$ cat src/rtl/grid_display_tx_if.sv
// Display-side bundle of grid_display_tx: grid/update in, serial pins and status out.
interface grid_display_tx_if;
    logic [63:0] grid;
    logic        update;
    logic        busy;
    logic        frame_done;
    logic        sclk;
    logic        mosi;
    logic        cs_n;

    modport master (output grid, update, input busy, frame_done, sclk, mosi, cs_n);
    modport slave  (input grid, update, output busy, frame_done, sclk, mosi, cs_n);
endinterface

$ cat src/rtl/grid_display_tx.sv
// MAX7219-style serial transmitter: 5-word init after reset, then 8 row words per
// update request, with a one-deep pending request chaining frames back to back.
module grid_display_tx #(
    parameter int         CLK_DIV   = 4,
    parameter logic [3:0] INTENSITY = 4'h8
) (
    input  logic              clk,
    input  logic              rst_n,
    grid_display_tx_if.slave  bus
);

    localparam logic [7:0] DIV_LAST = 8'(CLK_DIV - 1);

    typedef enum logic [2:0] {
        S_INIT_SHIFT, S_INIT_GAP, S_IDLE, S_FRAME_SHIFT, S_FRAME_GAP
    } state_t;

    state_t      r_state, w_next_state;
    logic [7:0]  r_div, w_div;
    logic [4:0]  r_half, w_half;
    logic [2:0]  r_widx, w_widx;
    logic [15:0] r_shreg, w_shreg;
    logic [63:0] r_snap, w_snap;
    logic        r_pend, w_pend;
    logic        r_armed, w_armed;
    logic        r_sclk, w_sclk;
    logic        r_mosi, w_mosi;
    logic        r_cs_n, w_cs_n;
    logic        r_busy, w_busy;
    logic        r_done, w_done;
    logic        w_load;
    logic [15:0] w_word;

    logic w_div_end, w_shift_end, w_gap_end, w_last, w_pend_eff, w_is_gap;

    function automatic logic [15:0] f_init_word(input logic [2:0] idx);
        case (idx)
            3'd0:    return 16'h0C01;
            3'd1:    return 16'h0B07;
            3'd2:    return 16'h0900;
            3'd3:    return {12'h0A0, INTENSITY};
            default: return 16'h0F00;
        endcase
    endfunction

    // Column 0 of a row is transmitted first, so it lands in the data MSB.
    function automatic logic [15:0] f_row_word(input logic [63:0] snap, input logic [2:0] row);
        logic [7:0] d;
        d = '0;
        for (int c = 0; c < 8; c++) d[7-c] = snap[{row, 3'(c)}];
        return {4'h0, {1'b0, row} + 4'd1, d};
    endfunction

    assign w_div_end   = (r_div == DIV_LAST);
    assign w_shift_end = w_div_end && (r_half == 5'd31);
    assign w_gap_end   = w_div_end && r_half[0];
    assign w_last      = (r_state == S_INIT_GAP) ? (r_widx == 3'd4) : (r_widx == 3'd7);
    assign w_pend_eff  = r_pend | bus.update;
    assign w_is_gap    = (r_state == S_INIT_GAP) || (r_state == S_FRAME_GAP);

    // State register
    always_ff @(posedge clk or negedge rst_n) begin
        if (!rst_n) r_state <= S_INIT_SHIFT;
        else        r_state <= w_next_state;
    end

    // Next-state logic
    always_comb begin
        w_next_state = r_state;
        case (r_state)
            S_INIT_SHIFT:  if (r_armed && w_shift_end) w_next_state = S_INIT_GAP;
            S_FRAME_SHIFT: if (w_shift_end) w_next_state = S_FRAME_GAP;
            S_INIT_GAP, S_FRAME_GAP: begin
                if (w_gap_end) begin
                    if (!w_last)
                        w_next_state = (r_state == S_INIT_GAP) ? S_INIT_SHIFT : S_FRAME_SHIFT;
                    else
                        w_next_state = w_pend_eff ? S_FRAME_SHIFT : S_IDLE;
                end
            end
            S_IDLE:        if (bus.update) w_next_state = S_FRAME_SHIFT;
            default:       w_next_state = S_IDLE;
        endcase
    end

    // Output / datapath next values
    always_comb begin
        w_div   = r_div;
        w_half  = r_half;
        w_widx  = r_widx;
        w_shreg = r_shreg;
        w_snap  = r_snap;
        w_pend  = r_pend;
        w_armed = r_armed;
        w_sclk  = r_sclk;
        w_mosi  = r_mosi;
        w_cs_n  = r_cs_n;
        w_busy  = r_busy;
        w_done  = 1'b0;
        w_load  = 1'b0;
        w_word  = 16'h0;

        if (bus.update && r_state != S_IDLE) w_pend = 1'b1;

        case (r_state)
            S_INIT_SHIFT, S_FRAME_SHIFT: begin
                if (!r_armed) begin
                    w_armed = 1'b1;
                    w_busy  = 1'b1;
                    w_widx  = 3'd0;
                    w_load  = 1'b1;
                    w_word  = f_init_word(3'd0);
                end else if (w_div_end) begin
                    w_div  = 8'd0;
                    w_half = r_half + 5'd1;
                    if (!r_half[0]) begin
                        w_sclk = 1'b1;
                    end else begin
                        w_sclk = 1'b0;
                        if (r_half == 5'd31) begin
                            w_cs_n = 1'b1;
                            w_mosi = 1'b0;
                            w_half = 5'd0;
                        end else begin
                            w_mosi  = r_shreg[14];
                            w_shreg = {r_shreg[14:0], 1'b0};
                        end
                    end
                end else begin
                    w_div = r_div + 8'd1;
                end
            end
            S_INIT_GAP, S_FRAME_GAP: begin
                // Gap is two divider periods, tracked in bit 0 of the half counter.
                if (w_div_end) begin
                    w_div = 8'd0;
                    if (r_half[0]) begin
                        if (!w_last) begin
                            w_widx = r_widx + 3'd1;
                            w_load = 1'b1;
                            w_word = (r_state == S_INIT_GAP) ? f_init_word(r_widx + 3'd1)
                                                             : f_row_word(r_snap, r_widx + 3'd1);
                        end else begin
                            w_widx = 3'd0;
                            w_done = (r_state == S_FRAME_GAP);
                            if (w_pend_eff) begin
                                w_pend = 1'b0;
                                w_snap = bus.grid;
                                w_load = 1'b1;
                                w_word = f_row_word(bus.grid, 3'd0);
                            end else begin
                                w_busy = 1'b0;
                            end
                        end
                    end else begin
                        w_half = 5'd1;
                    end
                end else begin
                    w_div = r_div + 8'd1;
                end
            end
            S_IDLE: begin
                if (bus.update) begin
                    w_snap = bus.grid;
                    w_busy = 1'b1;
                    w_widx = 3'd0;
                    w_load = 1'b1;
                    w_word = f_row_word(bus.grid, 3'd0);
                end
            end
            default: ;
        endcase

        if (w_load) begin
            w_shreg = w_word;
            w_mosi  = w_word[15];
            w_cs_n  = 1'b0;
            w_sclk  = 1'b0;
            w_div   = 8'd0;
            w_half  = 5'd0;
        end
    end

    always_ff @(posedge clk or negedge rst_n) begin
        if (!rst_n) begin
            r_div   <= 8'd0;
            r_half  <= 5'd0;
            r_widx  <= 3'd0;
            r_shreg <= 16'h0;
            r_snap  <= 64'h0;
            r_pend  <= 1'b0;
            r_armed <= 1'b0;
            r_sclk  <= 1'b0;
            r_mosi  <= 1'b0;
            r_cs_n  <= 1'b1;
            r_busy  <= 1'b0;
            r_done  <= 1'b0;
        end else begin
            r_div   <= w_div;
            r_half  <= w_half;
            r_widx  <= w_widx;
            r_shreg <= w_shreg;
            r_snap  <= w_snap;
            r_pend  <= w_pend;
            r_armed <= w_armed;
            r_sclk  <= w_sclk;
            r_mosi  <= w_mosi;
            r_cs_n  <= w_cs_n;
            r_busy  <= w_busy;
            r_done  <= w_done;
        end
    end

    assign bus.sclk       = r_sclk;
    assign bus.mosi       = r_mosi;
    assign bus.cs_n       = r_cs_n;
    assign bus.busy       = r_busy;
    assign bus.frame_done = r_done;

    // w_is_gap documents the gap grouping used by both combinational processes.
    logic w_unused;
    assign w_unused = w_is_gap;

endmodule

$ cat src/flat_wrapper.sv
// flat-port wrapper written by rule: the top's interface ports become plain ports
module grid_display_tx_flat 
#(
    parameter int         CLK_DIV   = 4,
    parameter logic [3:0] INTENSITY = 4'h8
)
  (clk, rst_n, bus_grid, bus_update, bus_busy, bus_frame_done, bus_sclk, bus_mosi, bus_cs_n);
  grid_display_tx_if bus_i ();
  input  logic clk;
  input  logic rst_n;
  input wire logic [$bits(bus_i.grid)-1:0] bus_grid;
  input wire logic [$bits(bus_i.update)-1:0] bus_update;
  output wire logic [$bits(bus_i.busy)-1:0] bus_busy;
  output wire logic [$bits(bus_i.frame_done)-1:0] bus_frame_done;
  output wire logic [$bits(bus_i.sclk)-1:0] bus_sclk;
  output wire logic [$bits(bus_i.mosi)-1:0] bus_mosi;
  output wire logic [$bits(bus_i.cs_n)-1:0] bus_cs_n;
  assign bus_i.grid = bus_grid;
  assign bus_i.update = bus_update;
  assign bus_busy = bus_i.busy;
  assign bus_frame_done = bus_i.frame_done;
  assign bus_sclk = bus_i.sclk;
  assign bus_mosi = bus_i.mosi;
  assign bus_cs_n = bus_i.cs_n;
  grid_display_tx #(.CLK_DIV(CLK_DIV), .INTENSITY(INTENSITY)) u_core (.clk(clk), .rst_n(rst_n), .bus(bus_i));
endmodule
$ cat config.mk
export PLATFORM = sky130hd
export DESIGN_NAME = grid_display_tx_flat
export DESIGN_NICKNAME = d
export VERILOG_FILES = /design/src/rtl/grid_display_tx_if.sv /design/src/rtl/grid_display_tx.sv /design/src/flat_wrapper.sv
export SDC_FILE = /design/constraint.sdc
export NUM_CORES = 1
export LEC_CHECK = 0
export ABC_AREA = 0
export CAP_MARGIN = 20
export CORE_ASPECT_RATIO = 0.9
export CORE_MARGIN = 3
export CORE_UTILIZATION = 50
export DETAILED_ROUTE_END_ITERATION = 10
export PLACE_DENSITY = 0.8
export SYNTH_ARGS = -nofsm -noshare
export SYNTH_HDL_FRONTEND = slang
export SYNTH_SLANG_ARGS = --single-unit
$ cat constraint.sdc
create_clock -name clk -period 8.15 [get_ports clk]
set_clock_uncertainty 0.1 [all_clocks]
set_input_delay 1.2225 -clock clk [delete_from_list [all_inputs] [get_ports clk]]
set_output_delay 1.2225 -clock clk [all_outputs]
set_load 0.02 [all_outputs]
==> flow_metrics.tcl <==
set metrics [dict create \
    hold_buffers 0 \
    fin_area_um2 6610 \
    fmax_ghz 0.279 \
    ys_ff_latch 105 \
    dpl_cell_area_um2 6260 \
    status "completed" \
    critPathTopFamily "compound AO/OA/AOI/OAI gates" \
    core_um2 10500 \
    worstReg2RegEnd "u_core.r_half[0]" \
    cts.clk_slew.worst_paths_ps 70 \
    cp.required_ps 8280 \
    syn_to_final_growth_pct 19.8 \
    nets 614 \
    final-max-slew-violation-count 0 \
    rsz0062_at_grt "no" \
    worstReg2RegStart "u_core.r_state[0]" \
    leakagePower_nw 2.89 \
    synth-async-reset-ratio_pct 100 \
    critPathSlowestCell "mux2i_1" \
    setup_violations 0 \
    drive_gt1_share_pct 20.5 \
    drt_wl_total_um 12400 \
    synth_edf_count 0 \
    ioPinCount 72 \
    grt_pass1_vias 4125 \
    slew_headroom_pct 41.1 \
    postCtsSetupRepairBufs 0 \
    fp.dieArea_um2 12300 \
    antenna_left 0 \
    maxCapViolations 0 \
    ys_types 61 \
    holdWs_ps 407 \
    yosysSeqAreaShare_pct 47.7 \
    synth_top_area_share_pct 47.2 \
    vias 4113 \
    worstSetupEndpointType "flip-flop" \
    path_depth 5 \
    gp_congestion 0.867 \
    grt_max_degree 71 \
    crit_end "u_core.r_half[0]" \
    yosys-top-cells-count "104 x dfrtp_1, 64 x mux2_2, 52 x nand2_1, 21 x nand3_1, 21 x nor2_1" \
    multi_input_area_um2 2700 \
    timing.final.crit_share_pct 44.0 \
    numPortBuffers 71 \
    setup_tns_ps 0 \
    arrival_ps 3720 \
    synth_area_leader_cell "dfrtp_1" \
    max_slew.worst_pin.slew_ps 859 \
    cp-start-kind "flip-flop" \
    place_ws_ps 4310 \
    path_cells "nor3b_4 -> mux2i_1 -> a211o_1 -> nand3_1 -> o211a_1" \
    hold_path_class "flip-flop to flip-flop" \
    synth_top_cells_by_area "dfrtp_1 47%, mux2_2 13%, mux4_2 6.5%, nand2_1 3.5%, ha_1 2.0%" \
    postSynthCellCount 481 \
    reg2reg_depth 5 \
    yosys_warnings 0 \
    drtIter0Drc 316 \
    hpwl_um 8700 \
    antennaDiodeCount 0 \
    grt_use_total_pct 21.3 \
    drc 0 \
    cts_buffer_depth 2 \
    initial_core_util_pct 52.5 \
    ctsRootBufferMaster "clkbuf_16" \
    clkLatencyLatePin_ps 350 \
    finalPower_mw 1.07 \
    yosysMostFrequentCell "dfrtp_1" \
    avgSynthCellArea_um2 11.5 \
    fin_crit_ps 3580 \
    cts_sinks 105 \
    grt_pass1_wl_um 20700 \
    max_stage_delay_ps 780 \
    via_per_inst 6.13 \
    rows 35 \
    cts_tree "done" \
    htree_num_levels 3 \
    hold_viol 0 \
    path_max_fanout 22 \
    first_pass_iters 6 \
    grt_overflow 0 \
    antenna_found_initial 0 \
    die_h_um 106 \
    ir_drop_uv 131 \
    p_per_area_nw_per_um2 162 \
    crit_type "flip-flop to flip-flop" \
    regArea_um2 2630 \
    r2r_slack_ps 4570 \
    cp-startpoint "u_core.r_state[0]" \
    ys.flop_type "dfrtp_1" \
    wl_per_cell_um 18.5 \
    crit_buf_inv 0 \
    syn_area_um2 5510 \
    post_cts_resized 0 \
    cts_buffers 9 \
    dieWidth_um 117 \
    nFillCells 811 \
    setup_slack_ps 4570 \
    synth_nets 557 \
]
routing by layer:
metal / vias up / track usage [%] / wire length (um)
met1: 2035 / 30.0 / 5460
li1: 1895 / - / -
met3: 23 / 4.59 / 683
met4: 0 / 5.16 / 239
met5: - / 0 / 0
met2: 160 / 33.8 / 6000
worst min path at each step:
stage / slack, ps / end / startpoint / depth (start not counted)
floorplan: 380 / u_core.r_snap[26] / u_core.r_snap[26] / 1
global placement: 390 / u_core.r_snap[8] / u_core.r_snap[8] / 1
detailed placement: 390 / u_core.r_snap[25] / u_core.r_snap[25] / 1
CTS: 410 / u_core.r_snap[25] / u_core.r_snap[25] / 1
global route: 420 / u_core.r_snap[27] / u_core.r_snap[27] / 1
finish: 410 / u_core.r_snap[25] / u_core.r_snap[25] / 1
where the power goes:
part           leakage [nW]         switching (mW)  internal [mW]  total [mW]
combinational          1.30                 0.0172         0.0282      0.0454
clock                 0.170                  0.199          0.304       0.503
sequential             1.42  0.0000000000000000140          0.521       0.521
state kept, by name (all words and copies together), names as in the netlist:
| name | count |
|---|---|
| u_core.r_snap | 64 |
| u_core.r_armed | 1 |
| u_core.r_pend | 1 |
| u_core.bus.cs_n | 1 |
| u_core.bus.frame_done | 1 |
| u_core.bus.busy | 1 |
| u_core.r_div | 8 |
| u_core.bus.mosi | 1 |
| u_core.bus.sclk | 1 |
| u_core.r_state | 3 |
| u_core.r_half | 5 |
| u_core.r_shreg | 15 |
| u_core.r_widx | 3 |
kinds of logic (layout without fill, tap and decap cells):
group	Yosys count	after routing	share of synthesized area, %
AOI/OAI and AO/OA	91	91	11.8
xor gates and xnor gates	9	9	1.43
adders and majority gates	9	9	2.04
buffers and inverters	38	99	3.34
DFF	105	105	47.7
muxes	85	85	20.5
and+or+nand+nor	144	144	13.2
layout by cell type (no fill, tap or decap), types with 6 or more instances in the layout:
cell type	synthesis	layout
nand4_1	7	7
nand2_1	52	52
a21oi_1	19	19
nor2b_1	9	9
mux4_2	16	16
clkdlybuf4s50_1	0	70
o21ai_0	14	14
mux2_2	64	64
nor3_1	7	7
inv_1	9	9
a22oi_1	6	6
o31ai_1	6	6
a31oi_1	6	6
xor2_1	6	6
ha_1	9	9
nand3_1	21	21
dfrtp_1	104	104
clkbuf_16	0	9
nor2_1	21	21
metrics by stage:
stage	instances	utilization, %
CTS	671	62.8
detailed placement	656	59.5
finish	671	62.8
global route	671	62.8
global placement	656	59.5
floorplan	481	-
layout make-up:
cell class                 instances  area share, %
inverter                          10          0.568
clock buffer                       9           3.41
multi-input combinational        338           40.9
timing repair buffer              74           11.1
clock inverter                     6           1.84
tap                              129           2.44
sequential                       105           39.8
Note: power is estimated with default switching activity, not from simulation.
==> variant 1: new RTL, config.mk and constraints unchanged <==
`INTENSITY` is set to 4'h8 in 2 places; all go to 4'h6.
--- a/src/rtl/grid_display_tx.sv
+++ b/src/rtl/grid_display_tx.sv
@@ -2,7 +2,7 @@
 // update request, with a one-deep pending request chaining frames back to back.
 module grid_display_tx #(
     parameter int         CLK_DIV   = 4,
-    parameter logic [3:0] INTENSITY = 4'h8
+    parameter logic [3:0] INTENSITY = 4'h6
 ) (
     input  logic              clk,
     input  logic              rst_n,
--- a/src/flat_wrapper.sv
+++ b/src/flat_wrapper.sv
@@ -2,7 +2,7 @@
 module grid_display_tx_flat 
 #(
     parameter int         CLK_DIV   = 4,
-    parameter logic [3:0] INTENSITY = 4'h8
+    parameter logic [3:0] INTENSITY = 4'h6
 )
   (clk, rst_n, bus_grid, bus_update, bus_busy, bus_frame_done, bus_sclk, bus_mosi, bus_cs_n);
   grid_display_tx_if bus_i ();
Check against the original RTL: no difference found for any inputs over 10 cycles, from zero or initial values and one cycle with rst_n low; that may be too few to reach the edited logic, so the function may still have changed.
==> variant 1 against the unedited design <==
  * Utilization grew 0.095 points
  * Sequential cell count is the same
  * Register-to-register slack gained 0.14 ns
  * Via count grew 2.5%
  * Largest cell class unchanged
  * Design area grew 0.15%
  * Highest routed layer unchanged
  * Critical endpoint is now u_core.r_half[2]
  * Total power shrank 7.4%
  * Routed wire length grew 5.5%
  * Worst setup slack gained 0.090 ns
  * Synthesized area grew 0.64%
  * Non-clock buffer count grew 3
==> variant 1: results (changes against the unedited design) <==
Place:
- The post-detailed-placement cell area came to 6330 um^2 (+1.1%).
- The final weighted congestion in routability-driven placement came to 0.895 (+3.2%).
- The number of instances in the placed design was 667 (+1.7%).

Route:
- The total via count in the routed design was 4214 (+2.5%).
- The number of optimization iterations in the first detailed-route pass came to 5 (-1).
- The wire length the detailed router placed on met1 is 5640 um (+3.3%).
- The amount of wire on met2 after detailed routing is 6470 um (+7.9%).
- The detailed-route wire length per cell is 19.1 um (+3.6%).

Worst setup path:
- The worst reg-to-reg setup slack is 4.71 ns (+0.14 ns).
- The critical path is of the input port to register type.
- The critical path arrival is 3.63 ns (-0.09 ns).
- The cell type of the slowest stage on the worst timing path is sky130_fd_sc_hd__o211ai_1.
- The cell family contributing the most delay on the critical path is simple AND/OR/NAND/NOR gates.
- The maximum fanout encountered on the critical timing path was 11 (-50%).

Worst hold path:
- The launch instance of the worst min-delay path is u_core.r_snap[4].
- The cell depth of the worst hold path is 2 (+1).

Finish:
- The ratio of cells with drive above 1 in the final layout is 0.159 (-0.0460).
- The layout net count came to 625 (+1.8%).
- The post-layout instance count excluding filler cells is 683 (+1.8%).

Yosys:
- The fraction of the yosys area taken by sequential cells is 0.474 (-0.00301).
- By area the synthesized netlist is led by sky130_fd_sc_hd__dfrtp_1 (47%), sky130_fd_sc_hd__mux2_2 (9.1%), sky130_fd_sc_hd__mux2_1 (4.1%), sky130_fd_sc_hd__mux2i_1 (3.6%), sky130_fd_sc_hd__mux4_2 (3.2%).
- The gate count after technology mapping is 489 (+1.7%).
- The synthesized net count is 565 (+1.4%).

Status:
- The run finished with clean final reports.

Global routing:
- The total routing resource utilization after global routing is 0.222 (+0.00860).
- The number of global-route vias before repair is 4225 (+2.4%).
- The first-pass GRT wire length is 21500 um (+4.1%).
- The maximum number of pins on one net before global-route repair is 66 (-7.0%).

Power and ir drop:
- The maximum vdd ir drop is 0.118 mV (-10%).
- The static leakage came to 2.97 nW (+2.5%).

STA:
- The slew at the pin with the worst max-slew slack came to 0.947 ns (+0.0883 ns).
- The worst hold slack was 0.389 ns (-0.0175 ns).
## variant 1: cell count changes after synthesis, moves of 8 or more
cell                      change
sky130_fd_sc_hd__mux4_2       -8
sky130_fd_sc_hd__nand2_1     -26
sky130_fd_sc_hd__buf_4        -9
sky130_fd_sc_hd__nor2_1      +14
sky130_fd_sc_hd__nand3_1      -8
sky130_fd_sc_hd__mux2_2      -19
sky130_fd_sc_hd__mux2_1      +20
sky130_fd_sc_hd__mux2i_1     +15
sky130_fd_sc_hd__o21ai_0     +11
## variant 1: final cells by class
cell class                 count  area, um^2
tap                          129         161
fill                         826        3890
multi-input combinational    348        2750
clock inverter                 6        50.0
sequential                   105        2630
timing repair buffer          77         753
inverter                       8        30.0
clock buffer                  10         239
## variant 1: routing by layer
metal  up-vias  global-route usage
met4         0              0.0393
met3        12              0.0507
met5         -                   0
li1       1936                   -
met1      2112               0.313
met2       154               0.355
## variant 1: worst register-to-register path, delay by kind of cell, from the launching register on
| kind | cells | cell delay [ns] |
|---|---|---|
| simple gates | 2 | 0.90 |
| mux | 2 | 0.83 |
| compound gates | 1 | 0.79 |
| flops | 1 | 0.72 |
## variant 1: power breakdown
| part | total [mW] | internal [mW] | switching [mW] | leakage, nW |
|---|---|---|---|---|
| registers | 0.521 | 0.521 | 0.00000000000000000752 | 1.42 |
| clock network | 0.425 | 0.220 | 0.205 | 0.135 |
| logic | 0.0449 | 0.0282 | 0.0167 | 1.41 |
## variant 1: kinds of logic after synthesis
kind of cell,share of synthesized area
and+or+nand+nor,0.115
adders and majority gates,0.0203
AOI/OAI and AO/OA,0.143
xor gates and xnor gates,0.0142
DFF,0.474
muxes,0.200
buffers and inverters,0.0327
==> variant 2: new RTL, config.mk and constraints unchanged <==
Without the edit above. `r_shreg` no longer has a reset.
--- a/src/rtl/grid_display_tx.sv
+++ b/src/rtl/grid_display_tx.sv
@@ -186,7 +186,6 @@
             r_div   <= 8'd0;
             r_half  <= 5'd0;
             r_widx  <= 3'd0;
-            r_shreg <= 16'h0;
             r_snap  <= 64'h0;
             r_pend  <= 1'b0;
             r_armed <= 1'b0;
@@ -199,7 +198,6 @@
             r_div   <= w_div;
             r_half  <= w_half;
             r_widx  <= w_widx;
-            r_shreg <= w_shreg;
             r_snap  <= w_snap;
             r_pend  <= w_pend;
             r_armed <= w_armed;
@@ -211,6 +209,10 @@
         end
     end
 
+    always_ff @(posedge clk) begin
+        r_shreg <= w_shreg;
+    end
+
     assign bus.sclk       = r_sclk;
     assign bus.mosi       = r_mosi;
     assign bus.cs_n       = r_cs_n;
Behaviour: no difference found for any inputs over 4 cycles, from zero or initial values and one cycle with rst_n low; that may be too few to reach the edited logic, so the function may still have changed.
==> variant 2 against the unedited design <==
  * Cell count grew 16%
  * Design area shrank 0.15%
  * Largest cell class is now registers
  * Synthesized cell count grew 23%
  * Sequential cell count is the same
  * Worst setup slack gained 0.020 ns
  * Highest routed layer unchanged
  * Total power grew 0.90%
  * Sequential power grew 2%
  * Fmax grew 0.57%
  * Routed wire length grew 4.9%
  * Non-clock buffer count grew 3
  * Synthesized area shrank 1.6%
==> variant 2: results (changes against the unedited design) <==
Place:
- The post-detailed-placement cell area is 6210 um^2 (-0.74%).
- The final weighted congestion in routability-driven placement is 0.858 (-1.1%).
- The number of instances in the placed design is 764 (+16%).
- The worst setup slack after placement was 4.29 ns (-0.0227 ns).

Finish:
- The ratio of cells with drive above 1 in the final layout is 0.0798 (-0.125).
- The fill cell total of the finished layout is 857 (+5.7%).
- The layout net count came to 723 (+18%).

Worst setup path:
- The cell type of the slowest stage on the worst timing path is sky130_fd_sc_hd__clkdlybuf4s50_1.
- The most critical setup path has its endpoint at u_core.r_shreg[9].
- The maximum fanout encountered on the critical timing path is 9 (-59%).
- The critical path arrival is 3.53 ns (-0.19 ns).
- The critical path starts at bus_update.
- The critical path's largest stage delay is 0.58 ns (-0.20 ns).

Status:
- The flow ran to the end, and the final reports show no timing, DRC or antenna violations.

Yosys:
- The commonest cells after synthesis are sky130_fd_sc_hd__nand2_1 (230), sky130_fd_sc_hd__dfrtp_1 (89), sky130_fd_sc_hd__a21oi_1 (27).
- The synthesized net count came to 667 (+20%).
- The share of flip-flops with an asynchronous set or reset after synthesis is 0.857 (-0.143).
- In the post-synthesis netlist, the biggest area contributors are sky130_fd_sc_hd__dfrtp_1 (41%), sky130_fd_sc_hd__nand2_1 (16%), sky130_fd_sc_hd__edfxtp_1 (8.3%), sky130_fd_sc_hd__mux4_2 (5.8%), sky130_fd_sc_hd__a21oi_1 (2.5%).
- The average footprint of a synthesized cell was 9.18 um^2 (-20%).

STA:
- The worst hold slack came to 0.367 ns (-0.0397 ns).

Power and ir drop:
- The total design power is 1.08 mW (+0.90%).
- The sequential group power is 0.530 mW (+2%).

Route:
- The number of DRC markers in iteration 0 is 380 (+20%).
- The vias per cell came to 5.77 (-5.8%).
- The routed length on met3 was 724 um (+6.0%).

Worst hold path:
- The launch instance of the worst min-delay path is u_core.r_snap[50].
- For hold timing, the worst endpoint is u_core.r_snap[50].

Global routing:
- The maximum number of pins on one net before global-route repair came to 91 (+28%).
- The total routing resource utilization after global routing is 0.226 (+0.0131).
- The global routing usage on met2 was 0.373 (+0.0355).
[variant 2: cell count changes after synthesis, sizes merged, moves of 4 or more]
cell	before	now
nand2	52	230
mux2	64	3
dfrtp	104	89
edfxtp	0	15
nand3	21	10
a21oi	19	27
nor3	7	13
a22oi	6	1
nor2b	9	4
and3	4	8
nand3b	5	1
[variant 2: kinds of logic after synthesis]
kind of cell             after synthesis  share of synthesized area
buffers and inverters                 43                     0.0330
multiplexers                          25                     0.0791
flip-flops                           105                      0.499
adder cells (fa/ha/maj)                9                     0.0208
AND/OR/NAND/NOR                      320                      0.259
XOR/XNOR                               6                    0.00969
AO/OA/AOI/OAI                         83                      0.100
[variant 2: cell type report]
type / instances / area (um^2) / share of cell area
clock buffer: 10 / 250 / 0.0379
tap: 129 / 161 / 0.0245
sequential: 105 / 2700 / 0.410
clock inverter: 6 / 105 / 0.0159
timing repair buffer: 77 / 777 / 0.118
multi-input combinational: 443 / 2560 / 0.388
inverter: 11 / 41.3 / 0.00626
